<file path="src/rtl/tm1638_frame_scheduler.sv">
// TM1638 frame scheduler: periodic mode/display/brightness/key-scan
// byte sequence toward a byte-level serial engine.

module tm1638_frame_scheduler #(
  parameter int clk_mhz    = 27,
  parameter int refresh_hz = 500,
  parameter int w_digit    = 8,
  parameter int brightness = 7
) (
  input  logic                 clk,
  input  logic                 rst_n,
  input  logic                 enable,
  input  logic [8*w_digit-1:0] seg_data,
  input  logic [w_digit-1:0]   led,
  output logic                 byte_valid,
  output logic [7:0]           byte_data,
  output logic                 byte_dir,
  output logic                 byte_last,
  input  logic                 byte_ready,
  input  logic                 rd_valid,
  input  logic [7:0]           rd_data,
  output logic [7:0]           keys,
  output logic                 keys_valid,
  output logic                 busy
);

  localparam int P  = clk_mhz * 1_000_000 / refresh_hz;
  localparam int TW = (P > 1) ? $clog2(P) : 1;
  localparam logic [TW-1:0] T_LAST = TW'(P - 1);
  localparam logic [2:0] BRI = 3'(brightness);

  typedef enum logic [3:0] {
    S_IDLE,
    S_MODE,
    S_ADDR,
    S_DATA,
    S_DISP,
    S_RCMD,
    S_RREQ,
    S_RWAIT,
    S_DONE
  } state_t;

  state_t state, state_n;

  logic [TW-1:0]        timer;
  logic                 tick;
  logic                 pending;
  logic                 start;
  logic [8*w_digit-1:0] seg_q;
  logic [w_digit-1:0]   led_q;
  logic [3:0]           idx;
  logic [1:0]           rcnt;
  logic [7:0]           key_acc;
  logic                 rd_take;
  logic [7:0][7:0]      seg_pad;
  logic [7:0]           led_pad;
  logic [7:0]           data_byte;

  // Unused digit positions read as blank so the display RAM is cleared.
  for (genvar j = 0; j < 8; j++) begin : g_pad
    if (j < w_digit) begin : g_use
      assign seg_pad[j] = seg_q[8*j +: 8];
      assign led_pad[j] = led_q[j];
    end else begin : g_zero
      assign seg_pad[j] = 8'h00;
      assign led_pad[j] = 1'b0;
    end
  end

  assign data_byte = idx[0] ? {7'b0, led_pad[idx[3:1]]}
                            : seg_pad[idx[3:1]];

  assign tick       = (timer == T_LAST);
  assign rd_take    = (state == S_RWAIT) && rd_valid;
  assign busy       = (state != S_IDLE) && (state != S_DONE);
  assign keys_valid = (state == S_DONE);

  always_ff @(posedge clk or negedge rst_n) begin
    if (!rst_n) begin
      state <= S_IDLE;
    end else begin
      state <= state_n;
    end
  end

  always_comb begin
    state_n    = state;
    start      = 1'b0;
    byte_valid = 1'b0;
    byte_data  = 8'h00;
    byte_dir   = 1'b0;
    byte_last  = 1'b0;
    unique case (state)
      S_IDLE: begin
        if (pending && enable) begin
          start   = 1'b1;
          state_n = S_MODE;
        end
      end
      S_MODE: begin
        byte_valid = 1'b1;
        byte_data  = 8'h40;
        byte_last  = 1'b1;
        if (byte_ready) state_n = S_ADDR;
      end
      S_ADDR: begin
        byte_valid = 1'b1;
        byte_data  = 8'hC0;
        if (byte_ready) state_n = S_DATA;
      end
      S_DATA: begin
        byte_valid = 1'b1;
        byte_data  = data_byte;
        byte_last  = (idx == 4'd15);
        if (byte_ready && idx == 4'd15) state_n = S_DISP;
      end
      S_DISP: begin
        byte_valid = 1'b1;
        byte_data  = 8'h88 | {5'b0, BRI};
        byte_last  = 1'b1;
        if (byte_ready) state_n = S_RCMD;
      end
      S_RCMD: begin
        byte_valid = 1'b1;
        byte_data  = 8'h42;
        if (byte_ready) state_n = S_RREQ;
      end
      S_RREQ: begin
        byte_valid = 1'b1;
        byte_dir   = 1'b1;
        byte_last  = (rcnt == 2'd3);
        if (byte_ready) state_n = S_RWAIT;
      end
      S_RWAIT: begin
        if (rd_valid) begin
          state_n = (rcnt == 2'd3) ? S_DONE : S_RREQ;
        end
      end
      S_DONE: begin
        state_n = S_IDLE;
      end
      default: begin
        state_n = S_IDLE;
      end
    endcase
  end

  always_ff @(posedge clk or negedge rst_n) begin
    if (!rst_n) begin
      timer   <= '0;
      pending <= 1'b0;
      seg_q   <= '0;
      led_q   <= '0;
      idx     <= '0;
      rcnt    <= '0;
      key_acc <= '0;
      keys    <= '0;
    end else begin
      timer <= tick ? '0 : timer + 1'b1;
      // A tick in the consuming cycle still counts as a new request.
      pending <= tick | (pending & ~start);
      if (start) begin
        seg_q <= seg_data;
        led_q <= led;
        idx   <= '0;
        rcnt  <= '0;
      end
      if (state == S_DATA && byte_ready) begin
        idx <= idx + 4'd1;
      end
      if (rd_take) begin
        key_acc[{1'b0, rcnt}] <= rd_data[0];
        key_acc[{1'b1, rcnt}] <= rd_data[4];
        rcnt <= rcnt + 2'd1;
        if (rcnt == 2'd3) begin
          keys <= {rd_data[4], key_acc[6:4],
                   rd_data[0], key_acc[2:0]};
        end
      end
    end
  end

endmodule

</file>
<file path="config.mk">
export PLATFORM = sky130hd
export DESIGN_NAME = tm1638_frame_scheduler
export DESIGN_NICKNAME = d
export VERILOG_FILES = /design/src/rtl/tm1638_frame_scheduler.sv
export SDC_FILE = /design/constraint.sdc
export NUM_CORES = 1
export LEC_CHECK = 0
export ABC_AREA = 1
export CAP_MARGIN = 20
export CORE_MARGIN = 2
export CORE_UTILIZATION = 53
export DETAILED_ROUTE_END_ITERATION = 8
export GPL_TIMING_DRIVEN = 0
export MAX_ROUTING_LAYER = met4
export PLACE_DENSITY_LB_ADDON = 0.08
export SETUP_SLACK_MARGIN = 0.4
export SKIP_CTS_REPAIR_TIMING = 1
export SYNTH_ARGS = -nofsm -noshare
export SYNTH_HDL_FRONTEND = slang
export SYNTH_SLANG_ARGS = --single-unit
</file>
<file path="constraint.sdc">
create_clock -name clk -period 1.85 [get_ports clk]
set_input_delay 0.185 -clock clk [delete_from_list [all_inputs] [get_ports clk]]
set_output_delay 0.185 -clock clk [all_outputs]
set_load 0.02 [all_outputs]
</file>
==> Word level (Yosys, flattened, before mapping) <==
Cells that the tools add are included.
{ "classes": {"mux": 32, "n_eq_ne": 20, "n_bitwise": 3, "n_addsub": 3, "n_reduce_logical": 15, "n_lt_le_gt_ge": 5} }
{ "ops": {"columns": ["operator", "count"], "rows": [
  ["$mux 4", 11],
  ["$pmux 8 s5", 1],
  ["$pmux 4 s8", 1],
  ["$bmux 8 s3", 1],
  ["$add 16x1->16 const B", 1],
  ["$bwmux 8", 2],
  ["$eq 16x16->1 const B", 1],
  ["$eq 4x3->1 const B", 4],
  ["$mux 16", 1],
  ["$mux 8", 2],
  ["$ne 2x2->1 const B", 8],
  ["$eq 4x2->1 const B", 2],
  ["$eq 4x4->1 const B", 2],
  ["$lt 3x4->1 const B", 2],
  ["$reduce_and 8->1", 1],
  ["$logic_and 1x1->1", 7],
  ["$mux 1", 7],
  ["$reduce_or 6->1", 1],
  ["$add 4x1->4 const B", 1],
  ["$demux 1 s2", 2],
  ["$eq 4x1->1 const B", 1],
  ["$logic_not 4->1", 1],
  ["$lt 2x4->1 const B", 1],
  ["$mux 2", 2],
  ["14 further kinds", 15]
]} }
{ "word_totals": {"reg_bits": 115} }

==> Longest topological paths before layout <==
{ "logic_depth": {"ltp_word": 6, "ltp_mapped": 9, "depth_no_buf": 9} }

==> Worst setup path before layout <==
No wires, ideal clock.
{ "synth_path": {"path_type": "reg-to-output", "from": "register state[3]", "to": "output byte_last", "path_stages_with_launch": 6, "setup_slack_ns": 0.199, "t_arrival_ns": 1.466, "path_cell_list": "dfrtp_1 inv_1 nand2_1 nor3_1 nand2_1 o2111ai_1"} }
{ "synth_between": {"elab_chain_cells": 3, "elab_cells_between_ends": 6, "classes_between": "eq/ne (4); mux (1); reduce/logical (1)"} }
{ "synth_rtl": {"columns": ["item", "line_no", "text"], "rows": [
  ["from (decl)", "44", "state_t state, state_n;"],
  ["from (signal assigned)", "83", "state <= state_n;"],
  ["$eq 4x3->1 or $eq 4x1->1 (tied branches)", "94", "unique case (state)"],
  ["$reduce_or 2->1 (no line)", null, null],
  ["$pmux 1 s3 (*)", "94", null],
  ["to (decl)", "18", "output logic byte_last,"]
]} }
Mark *: on every way between the ends. The rest lies on a longest branch, timed or not.

==> Worst setup path in the final report <==
{ "layout_path": {"from": "register idx[1]", "to": "output byte_data[1]"} }
{ "layout_between": {"elab_chain_cells": 4} }
{ "layout_rtl": {"columns": ["item", "line_no", "text"], "rows": [
  ["from (decl)", "52", "logic [3:0] idx;"],
  ["from (signal assigned)", "170", "idx <= idx + 4'd1;"],
  ["$bmux 8 s3", "72", ": seg_pad[idx[3:1]];"],
  ["$mux 8 (implied by the code)", "72", null],
  ["$mux 8", "71", "assign data_byte = idx[0] ? {7'b0, led_pad[idx[3:1]]}"],
  ["$pmux 8 s5", "94", null],
  ["to (decl)", "16", "output logic [7:0] byte_data,"]
]} }
Every way passes these cells. The select of a mux whose other input is x is not followed.

==> qor.csv <==
metric,value,unit
status,"complete, but fails checks",
failing checks,"DRC, setup timing",
grt total ovfl,0,
Reg power frac,31.2,%
Syn Area/Cell,7.52,um^2
Worst Slack Setup Final,-0.399,ns
DP HPWL,11100,um
worst path bufs/invs,3,
total power,0.0136,W
sequential element share of the synthesized area,50.0,%
CP Data Required Time,1.66,ns
post-synthesis simple-gate area fraction,25.9,%
clk_lat worst skew,0.53,ns
Worst Skew,0.00917,ns
final net count,1006,
RSZ-0062 raised after global routing,yes,
leakage,4.70,nW
root buffer cell,clkbuf_8,
CTS tree,done,
Post-Synth Adder-Cell Area,1.33,%
# fillers,418,
vias in the first global route,5257,
P_int,0.00815,W
DRC violations left,2,
Worst-path clk slew,0.06,ns
first-pass GRT wire length,25100,um
Crit path largest cell delay,0.46,ns
clock share of power,24.3,%
TritonRoute pass-1 iters,9,
die area,11500,um^2
layout cells sized above 1,34.6,%
compound-cell area share of the yosys netlist,11.2,%
"commonest non-fill, non-tap cell in the layout",nand2_1,
initial antenna violation count,0,
CTS buffer count,17,
VDD IR max,0.848,mV
Max Cap Viol,0,
sw power,0.00545,W
design area,9240,um^2
DR vias/cell,5.82,
CP Capture Type,output pin,
antenna cells,0,
slew margin rel.,50.0,%
gpl congestion,0.906,
Worst EP arrival,2.06,ns
Worst Setup Slack post-DPL,-0.482,ns
synth warn,0,
Achievable Freq,445,MHz
std cell rows,37,
crit-path cells,"buf_6, buf_8, nor2_4, nor2_2, o21ai_1, nand3_1, nand3_2, nand2_2, buf_6",
post-place instance area,6860,um^2
worst-path fanout max,7,
Die W,107,um
Gate power share,44.4,%
clk sinks,113,
Yosys reg bits,113,
total wire length,21300,um
Critical Path Source Type,flop,
via count,6190,
final worst-path cycle share,122,%
main combinational cell family by area after synthesis,simple AND/OR/NAND/NOR gates,
cell area after synthesis,5650,um^2
multiplexer share of the synthesized area,0,%
DR WL/cell,20.0,um
post-route ant nets,0,
pin count of the biggest net entering global routing,61,
Hold Fails Final Rpt,0,
smallest hold slack,0.203,ns
Die Y,107,um
Floorplan Core Area,10300,um^2
Mapped Cells,752,
total track usage,29.1,%
Initial Util,54.8,%
Max H-tree Level,4,
CP Class,flop to output pin,
XOR/XNOR Fraction of Synth Area,0.775,%
setup violators final,10,
P per Cell Area,1470,nW/um^2
CP max stage cell,dfrtp_2,
"Area growth, synth to finish",63.5,%
Detailed Route Iter0 Violations,687,
most frequent cells in the layout,"nand2_1, inv_1, dfrtp_1",
clock buffer depth,2,
hold crit path type,input pin to flop,
cell family with the largest share of critical-path delay,simple AND/OR/NAND/NOR gates,
count of cell types in the netlist,27,
number of port buffers,99,
CP most frequent cell,buf_6,
I/O pin cnt,106,
final critical-path required period,2.25,ns
max-slew violation count,0,
Slew @ Worst Pin,0.750,ns
Synthesized Nets,843,
Switching Share,40.1,%
-- path summary, 6_finish.rpt --
kind                                      from                       to  cells after the start  slack [ns]
min                               seg_data[22]  seg_pad[22]$_DFFE_PN0P_                      3        0.20
max in group asynchronous                rst_n     state[0]$_DFFE_PN0P_                      3        0.80
min in group asynchronous                rst_n   led_pad[4]$_DFFE_PN0P_                      2        0.27
max                         idx[1]$_DFFE_PN0P_             byte_data[1]                      9       -0.40
max reg2reg                 idx[1]$_DFFE_PN0P_     state[2]$_DFFE_PN0P_                      9        0.15
min reg2reg                keys[2]$_DFFE_PN0P_      keys[2]$_DFFE_PN0P_                      2        0.47
-- power by group through the flow --
stage,registers (W),logic (W),clock network (W)
CTS,0.00389,0.00377,0.00325
floorplan,0.00376,0.00247,0
finish,0.00425,0.00604,0.00331
global placement,0.00389,0.00361,0
global route,0.00429,0.00642,0.00340
detailed placement,0.00392,0.00374,0
-- per-stage QoR --
| stage | std cells | setup TNS, ns | util (%) |
|---|---|---|---|
| 2_1_floorplan | 752 | 0 | - |
| 3_3_place_gp | 987 | -413.77 | 66.2 |
| 3_5_place_dp | 988 | -3.43 | 66.5 |
| 4_1_cts | 1019 | -10.10 | 72.2 |
| 5_1_grt | 1063 | -3.55 | 89.5 |
| 6_report | 1063 | -2.98 | 89.5 |
-- state kept, by name (all words and copies together), names as in the netlist --
signal / cells
timer: 16
led_pad: 8
idx: 4
state: 4
keys: 8
key_acc: 6
pending: 1
rcnt: 2
seg_pad: 64
-- Yosys cell counts (all sizes together) --
cell / instances / area [um^2]
nand2: 215 / 822
inv: 120 / 450
dfrtp: 113 / 2830
o21ai: 103 / 523
nor2: 81 / 324
nand3: 46 / 230
buf: 22 / 129
a21oi: 16 / 80.1
clkbuf: 8 / 30.0
ha: 6 / 75.1
nand4: 6 / 37.5
nor3: 6 / 41.3
xor2: 4 / 35.0
o22ai: 3 / 18.8
nand3b: 1 / 11.3
o2111ai: 1 / 8.76
xnor2: 1 / 8.76
-- kinds of logic (layout without fill, tap and decap cells) --
family | after synthesis | count (layout)
AO/OA/AOI/OAI | 123 | 123
XOR/XNOR | 5 | 5
adder cells (fa/ha/maj) | 6 | 6
AND/OR/NAND/NOR | 355 | 355
flip-flops | 113 | 113
buffers and inverters | 150 | 325
-- final cells by class --
| type | instances | area (um^2) | area share (%) |
|---|---|---|---|
| buffer | 30 | 412 | 4.45 |
| clock buffer | 22 | 483 | 5.23 |
| clock inverter | 9 | 105 | 1.14 |
| inverter | 120 | 458 | 4.96 |
| multi-input combinational | 489 | 3090 | 33.4 |
| sequential | 113 | 2830 | 30.7 |
| tap | 136 | 170 | 1.84 |
| timing repair buffer | 144 | 1690 | 18.3 |
-- routing by layer --
| layer | vias to the layer above | wire length, um | part of all wire [%] | GRT usage, % |
|---|---|---|---|---|
| met5 | - | 0 | 0 | - |
| met4 | 0 | 955 | 4.5 | 9.00 |
| met3 | 116 | 1840 | 8.7 | 5.27 |
| met2 | 445 | 10900 | 51 | 46.7 |
| met1 | 2963 | 7630 | 36 | 38.0 |
| li1 | 2666 | - | - | - |
-- worst min-delay path, delay by kind of cell --
kind,cells,cell delay (ns)
buffers and inverters,2,0.45
AO/OA/AOI/OAI,1,0.05
Note: power is estimated with default switching activity, not from simulation.
